===== config.mk =====
export PLATFORM = sky130hd
export DESIGN_NAME = pc_target_table
export DESIGN_NICKNAME = d
export VERILOG_FILES = /design/src/rtl/pc_target_table.sv
export SDC_FILE = /design/constraint.sdc
export NUM_CORES = 1
export LEC_CHECK = 0
export ABC_AREA = 1
export CAP_MARGIN = 5
export CORE_MARGIN = 1
export CORE_UTILIZATION = 56
export CTS_CLUSTER_SIZE = 20
export DETAILED_ROUTE_END_ITERATION = 8
export PLACE_DENSITY = 0.78
export SLEW_MARGIN = 30
export SYNTH_ARGS = -nofsm -noshare
export SYNTH_HDL_FRONTEND = slang
export SYNTH_SLANG_ARGS = --single-unit

===== constraint.sdc =====
create_clock -name clk -period 2.5 [get_ports clk]
set_clock_uncertainty 0.2 [all_clocks]
set_input_delay 0.5 -clock clk [delete_from_list [all_inputs] [get_ports clk]]
set_output_delay 0.5 -clock clk [all_outputs]
set_load 0.03 [all_outputs]

===== src/rtl/pc_target_table.sv =====
// ============================================================================
// Module  : pc_target_table
// Purpose : Direct-mapped branch-target table. The valid bits are cleared
//           one entry per cycle in INIT, and lookups take one cycle.
// Config  : define TGT_BYPASS_EN to forward write data to a same-index lookup
// Revision: 1.0 - initial release
// ============================================================================
`default_nettype none

module pc_target_table #(
  parameter int D = 9,
  parameter int A = 5
) (
  input  logic         clk,
  input  logic         reset,
  input  logic         flush,
  input  logic         wr_en,
  input  logic [A-1:0] wr_addr,
  input  logic [D-1:0] wr_data,
  input  logic         rd_req,
  input  logic [A-1:0] rd_addr,
  output logic         busy,
  output logic         rd_valid,
  output logic         rd_hit,
  output logic [D-1:0] target
);

  localparam int DEPTH = 1 << A;

  typedef enum logic [0:0] {
    ST_INIT  = 1'b0,
    ST_READY = 1'b1
  } state_t;

  state_t           state_q, state_d;
  logic [A-1:0]     init_ptr_q, init_ptr_d;
  logic [DEPTH-1:0] valid_q, valid_d;
  logic             rd_valid_q, rd_valid_d;
  logic             rd_hit_q, rd_hit_d;
  logic [D-1:0]     target_q, target_d;
  logic [D-1:0]     mem_q [DEPTH];

  logic             wr_accept;
  logic             rd_accept;
  logic             rd_entry_valid;
  logic [D-1:0]     rd_entry_data;

  // Requests are only honoured in READY, and flush takes precedence over both.
  assign wr_accept = (state_q == ST_READY) && !flush && wr_en;
  assign rd_accept = (state_q == ST_READY) && !flush && rd_req;

  assign rd_entry_valid = valid_q[rd_addr];
  assign rd_entry_data  = mem_q[rd_addr];

  always_comb begin
    state_d    = state_q;
    init_ptr_d = init_ptr_q;
    valid_d    = valid_q;
    rd_valid_d = 1'b0;
    rd_hit_d   = rd_hit_q;
    target_d   = target_q;

    case (state_q)
      ST_INIT: begin
        if (flush) begin
          init_ptr_d = '0;
        end else begin
          valid_d[init_ptr_q] = 1'b0;
          init_ptr_d          = init_ptr_q + 1'b1;
          if (init_ptr_q == A'(DEPTH - 1)) begin
            state_d = ST_READY;
          end
        end
      end
      ST_READY: begin
        if (flush) begin
          state_d    = ST_INIT;
          init_ptr_d = '0;
        end
      end
      default: begin
        state_d    = ST_INIT;
        init_ptr_d = '0;
      end
    endcase

    if (wr_accept) begin
      valid_d[wr_addr] = 1'b1;
    end

    if (rd_accept) begin
      rd_valid_d = 1'b1;
      rd_hit_d   = rd_entry_valid;
      target_d   = rd_entry_valid ? rd_entry_data : '0;
`ifdef TGT_BYPASS_EN
      if (wr_accept && (wr_addr == rd_addr)) begin
        rd_hit_d = 1'b1;
        target_d = wr_data;
      end
`endif
    end
  end

  always_ff @(posedge clk) begin
    if (reset) begin
      state_q    <= ST_INIT;
      init_ptr_q <= '0;
      rd_valid_q <= 1'b0;
      rd_hit_q   <= 1'b0;
      target_q   <= '0;
    end else begin
      state_q    <= state_d;
      init_ptr_q <= init_ptr_d;
      rd_valid_q <= rd_valid_d;
      rd_hit_q   <= rd_hit_d;
      target_q   <= target_d;
    end
  end

  // Valid bits are cleared by the INIT sweep, not by reset.
  always_ff @(posedge clk) begin
    if (!reset) begin
      valid_q <= valid_d;
    end
  end

  always_ff @(posedge clk) begin
    if (!reset && wr_accept) begin
      mem_q[wr_addr] <= wr_data;
    end
  end

  // A result registered just before reset must not appear while reset is high.
  assign busy     = (state_q == ST_INIT);
  assign rd_valid = rd_valid_q && !reset;
  assign rd_hit   = rd_hit_q;
  assign target   = target_q;

endmodule

`default_nettype wire


==> metrics.csv, run 1 <==
stage,metric,value,unit
place,I/O Buffers,35,
clocking,CTS tree,yes,
global_routing,number of global-route vias before repair,10489,
synth,"FF+latch count, synth",337,
synth,top post-synthesis cells by area,"edfxtp_1 (64%), nand2_1 (14%), nand3_1 (6.8%)",
worst_setup_path,WS Path Type,reg2out,
flow_run,Max-cap violations,0,
final_layout,area grow syn2layout,14.81,%
final_layout,ANT cells,0,
place,Detail Placement HPWL,23140,um
worst_setup_path,reg-to-reg critical path startpoint,state_q,
floorplanning,row count,59,
final_layout,layout cells sized above 1,9.028,%
global_routing,Global Route Usage Sum,28.24,%
min_path,min-delay worst type,reg2reg,
detailed_routing,Post-Route WL,37410,um
sta,Hold Fails Final Rpt,0,
synth,post-synthesis sequential area ratio,66.71,%
worst_setup_path,R2R cell count,8,
detailed_routing,drt first pass iters,7,
power_and_ir_drop,P per Cell Area,703.1,mW/mm2
synth,cell with the most instances after synthesis,nand2_1,
worst_setup_path,Worst R2R End,mem_q[30][1],
worst_setup_path,Critical Path AT,1.70,ns
detailed_routing,Residual DRC,0,
worst_setup_path,"Critical Path, Cell by Cell",clkdlybuf4s50_1,
detailed_routing,top layer in use,met4,
detailed_routing,Via-to-Cell Ratio,5.689,
final_layout,multi-input logic area,0.003925,mm2
clocking,H-tree depth,2,
sta,worst slew pin tran,0.4609,ns
final_layout,# fillers,1894,
sta,Final Cycle Share,95.98,%
floorplanning,Die Wd,165.2,um
final_layout,Seq. cell area,0.009950,mm2
synth,"FFs w/ async S/R, synth",0,%
power_and_ir_drop,VDD IR-drop max,0.5621,mV
min_path,Hold Crit Depth,2,
clocking,cts repair resizes,0,
floorplanning,core area,0.02606,mm2
sta,count of final max-slew check failures,0,
detailed_routing,M1 wire length,15120,um
clocking,Post-CTS Repair Setup Buffers,0,
sta,Fin Setup TNS,0,ns
worst_setup_path,"setup slack, reg-to-reg",0.42,ns
clocking,clk_lat worst skew,0.52,ns
place,RePlAce Congestion,0.9166,
worst_setup_path,worst path bufs/invs,1,
global_routing,pin count of the biggest net entering global routing,80,
synth,Synthesized Nets,1511,
worst_setup_path,crit path capture type,output pin,
floorplanning,Initial Utilization,57.24,%
final_layout,final net count,1598,
floorplanning,Chip Height,165.2,um
worst_setup_path,"Slowest-stage cell, CP",clkdlybuf4s50_1,
detailed_routing,Detail Route Antenna Nets,0,
detailed_routing,Routed met2 length,17510,um
clocking,hold buffers post-CTS,0,
detailed_routing,initial detailed-routing violation count,1380,
synth,commonest cells in the synthesized netlist,"nand2_1 (540), edfxtp_1 (320), nand3_1 (204)",
sta,f_max,416.8,MHz
synth,Yosys top cell by area,edfxtp_1,
global_routing,initial antenna violation count,0,
min_path,Min-Delay Startpoint,target[7],
clocking,CTS sink count,337,
synth,Synth Warn #,0,
power_and_ir_drop,P_leak,6.947,nW
synth,Yosys cell types,23,
clocking,clk slew on worst S/H paths,0.06,ns
floorplanning,Top Ports,36,
synth,Post-Syn Area per Cell,10.06,um2
floorplanning,die area,0.02729,mm2
synth,Post-synth EDFFs,320,
min_path,Hold Path Sink,target[7],
clocking,Num CTS Buffers,35,
sta,worst hold slack,0.2920,ns
global_routing,first-pass GRT wire length,57370,um
outcome,outcome,completed,
sta,unrepaired setup endpoints after global routing,no,
synth,top-area cell type share of the netlist area,64.42,%
synth,cell count after synthesis,1482,
detailed_routing,WL per Instance,19.38,um
detailed_routing,DR vias,10980,
worst_setup_path,CP required,1.80,ns
sta,Final Setup Violations,0,
clocking,clock buffer depth,3,
detailed_routing,met3 wire len,3513,um
worst_setup_path,crit-path max FO,2,
worst_setup_path,startpoint class of the critical path,register,
sta,Rel. slew slack,69.28,%
synth,Most used DFF post-synth,edfxtp_1,
worst_setup_path,Top Family by Delay on Critical Path,buffers and inverters,
global_routing,Overflow after GRT,0,
worst_setup_path,CP peak stage delay,0.73,ns
sta,crit path time final,2.399,ns
worst_setup_path,Worst setup startpoint,rd_hit,
clocking,Root Driver,clkbuf_16,
synth,synthesized area,0.01492,mm2
-- power breakdown --
| group | total, mW | switching, mW | internal [mW] |
|---|---|---|---|
| registers | 6.23 | 0.0170 | 6.21 |
| clock network | 5.01 | 2.08 | 2.93 |
| logic | 0.803 | 0.559 | 0.244 |
-- cells by family (layout without fill, tap and decap cells) --
logic type | Yosys count | count (layout) | synth area share, %
adder cells (fa/ha/maj) | 5 | 5 | 0.4194
flip-flops | 337 | 337 | 66.71
AND/OR/NAND/NOR | 819 | 819 | 22.51
buffers and inverters | 229 | 342 | 6.979
AO/OA/AOI/OAI | 92 | 92 | 3.389
-- worst max path at each step --
stage                         endpoint  cells past startpoint
after floorplan            mem_q[7][0]                      5
after global placement    mem_q[28][1]                      8
after detailed placement  mem_q[25][3]                      7
after CTS                       rd_hit                      1
after global routing         target[8]                      1
final                           rd_hit                      1
-- cell usage in the layout (no fill, tap or decap), types with 2 or more instances in the layout --
cell               n
ha_1               5
clkdlybuf4s50_1   32
nor3_1            11
clkinv_1           6
bufinv_16          2
clkbuf_16         36
nand2_1          540
buf_4             81
o211ai_1          18
clkbuf_8           2
o21ai_0           61
clkinv_2           3
a21oi_1           13
inv_1            149
nand3_1          204
edfxtp_1         320
buf_12            10
clkinvlp_4         2
dfxtp_1           17
clkbuf_1          13
inv_6              2
nor2_1            61
-- area by class of cell --
cell class	instances	share of cell area, %
inverters	154	3.427
flip-flops and latches	337	58.10
clock inverters	12	0.7160
multi-input cells	916	22.92
repair buffers	125	6.685
clock buffers	51	5.706
well taps	335	2.448
-- state kept, by name, indices dropped and copies added, names as in the netlist --
register and cells:
target 9, rd_hit 1, rd_valid_q 1, state_q 1
init_ptr_q 5, mem_q 288, valid_q 32
-- metrics by stage --
| step | cell area, um2 | std cells | setup WS (ns) | total power, mW | utilization, % |
|---|---|---|---|---|---|
| after floorplan | 14920 | 1482 | 0.06690 | 6.793 | - |
| after global placement | 16030 | 1867 | -0.04323 | 7.103 | 61.50 |
| after detailed placement | 16030 | 1867 | -0.1408 | 7.123 | 61.50 |
| after CTS | 17130 | 1930 | 0.1175 | 12.05 | 65.72 |
| after global routing | 17130 | 1930 | 0.05713 | 12.37 | 65.72 |
| final | 17130 | 1930 | 0.1005 | 12.04 | 65.72 |
-- layer usage --
metal	global-route usage (%)	up-vias
met5	0	-
met4	11.55	0
met3	5.070	101
met2	44.12	588
met1	39.24	5202
li1	-	5089
Note: power is estimated with default switching activity, not from simulation.
==> run 2: changes to the inputs <==
- PLACE_DENSITY: 0.78 -> 0.75
- clock period: 2.5 -> 2.25 ns (I/O delays scaled with it)
==> run 2 against run 1 <==
Net effect: first-iteration DRC count decreased by 4.8%; wire length increased by 0.98%; die area unchanged; highest routed layer unchanged; largest cell class unchanged; critical path depth unchanged; core utilization increased by 1.8 points; sequential power increased by 11%; worst hold slack improved by 0.00066 ns.
==> metrics.csv, run 2 (synthesized netlist as in run 1, its figures left out) <==
stage,metric,value,unit
floorplanning,die area,0.02729,mm2
final_layout,ANT cells,0,
power_and_ir_drop,Int Pwr,10.61,mW
place,I/O Buffers,35,
global_routing,initial antenna violation count,1,
place,RePlAce Congestion,0.9282,
clocking,clk_lat worst skew,0.50,ns
final_layout,final net count,1616,
min_path,min-delay worst type,reg2reg,
place,Placement Setup Slack,-0.2404,ns
sta,f_max,451.7,MHz
worst_setup_path,crit path capture type,output pin,
power_and_ir_drop,Logic pwr share,6.9,%
worst_setup_path,WS Path Type,reg2out,
detailed_routing,Via-to-Cell Ratio,5.667,
floorplanning,Chip Height,165.2,um
sta,count of final max-slew check failures,0,
power_and_ir_drop,P_leak,7.186,nW
flow_run,Max-cap violations,0,
worst_setup_path,CP required,1.60,ns
worst_setup_path,CP peak stage delay,0.68,ns
floorplanning,Die Wd,165.2,um
clocking,Post-CTS Repair Setup Buffers,0,
clocking,CTS tree,yes,
global_routing,number of global-route vias before repair,10512,
sta,Fin Setup TNS,0,ns
global_routing,Global Route Usage Sum,28.69,%
power_and_ir_drop,Seq pwr share,51.0,%
floorplanning,row count,59,
detailed_routing,DR vias,11033,
final_layout,final core occ,67.50,%
clocking,clk slew on worst S/H paths,0.06,ns
outcome,outcome,completed,
sta,Final Setup Violations,0,
clocking,Num CTS Buffers,35,
power_and_ir_drop,P per Cell Area,771.6,mW/mm2
power_and_ir_drop,VDD IR-drop max,0.6176,mV
detailed_routing,WL per Instance,19.40,um
sta,Hold Fails Final Rpt,0,
power_and_ir_drop,clock share of power,42.2,%
sta,crit path time final,2.214,ns
worst_setup_path,worst path bufs/invs,1,
detailed_routing,Residual DRC,0,
final_layout,layout cells sized above 1,11.23,%
final_layout,most frequent cells in the layout,"nand2_1 (540), edfxtp_1 (320), nand3_1 (204)",
clocking,Root Driver,clkbuf_16,
final_layout,area grow syn2layout,17.93,%
clocking,H-tree depth,2,
clocking,CTS sink count,337,
detailed_routing,drt first pass iters,6,
sta,unrepaired setup endpoints after global routing,no,
final_layout,max reg flops,288,
power_and_ir_drop,switch share,21.81,%
sta,Final Cycle Share,98.39,%
floorplanning,Initial Utilization,57.24,%
global_routing,Overflow after GRT,0,
worst_setup_path,startpoint class of the critical path,register,
worst_setup_path,"Critical Path, Cell by Cell",clkdlybuf4s50_1,
worst_setup_path,Top Family by Delay on Critical Path,buffers and inverters,
place,Detail Placement HPWL,23260,um
clocking,clock buffer depth,3,
worst_setup_path,Critical Path AT,1.56,ns
final_layout,Biggest register,mem_q,
clocking,hold buffers post-CTS,0,
worst_setup_path,"Slowest-stage cell, CP",clkdlybuf4s50_1,
detailed_routing,Post-Route WL,37780,um
clocking,cts repair resizes,5,
sta,worst slew pin tran,0.4987,ns
detailed_routing,Detail Route Antenna Nets,0,
floorplanning,Top Ports,36,
final_layout,most common library cell in the layout ignoring fill and taps,nand2_1,
global_routing,pin count of the biggest net entering global routing,81,
floorplanning,core area,0.02606,mm2
sta,Rel. slew slack,66.75,%
global_routing,first-pass GRT wire length,57860,um
worst_setup_path,crit-path max FO,2,
sta,Final WS setup,0.03628,ns
power_and_ir_drop,Psw,2.960,mW
detailed_routing,initial detailed-routing violation count,1314,
==> run 2: area by class of cell <==
type / instances / area (um2)
clock buffers: 40 / 924.6
clock inverters: 22 / 214.0
fillers: 1891 / 8468
inverters: 154 / 586.8
multi-input cells: 916 / 3955
flip-flops and latches: 337 / 9950
well taps: 335 / 419.2
repair buffers: 143 / 1541
==> run 2: final timing paths <==
| kind | slack (ns) | endpoint | start | cells past startpoint |
|---|---|---|---|---|
| hold / removal | 0.29 | target[1] | target[1] | 2 |
| setup / recovery | 0.04 | target[6] | target[6] | 1 |
| hold reg to reg | 0.29 | target[1] | target[1] | 2 |
| setup reg to reg | 0.24 | mem_q[11][3] | state_q | 9 |
==> run 2: metal layers <==
| layer | GRT usage [%] | share of wire [%] |
|---|---|---|
| met1 | 39.52 | 40 |
| met5 | 0 | 0 |
| met2 | 45.17 | 47 |
| met4 | 10.93 | 3.4 |
| met3 | 5.669 | 10 |
==> run 2: worst min-delay path: cells and delay by family (launching register included) <==
family	cells	cell delay, ns
compound gates	1	0.06
flops	1	0.32
simple gates	1	0.06
==> run 2: metrics by stage <==
step                area (um2)  hold slack, ns  power [mW]  std cells
finish                   17590          0.2927       13.57       1947
global route             17590          0.3122       13.93       1947
CTS                      17590          0.2944       13.62       1947
detailed placement       16450          0.2828       7.963       1885
global placement         16450          0.2764       7.944       1885
floorplan                14950          0.2766       7.549       1482
==> run 2: power groups by stage <==
stage	clock network, mW	registers [mW]	logic [mW]
2_1_floorplan	0	7.04	0.505
3_3_place_gp	0	7.05	0.898
3_5_place_dp	0	7.05	0.915
4_1_cts	5.79	6.91	0.924
5_1_grt	6.01	6.92	1.01
6_report	5.72	6.92	0.935
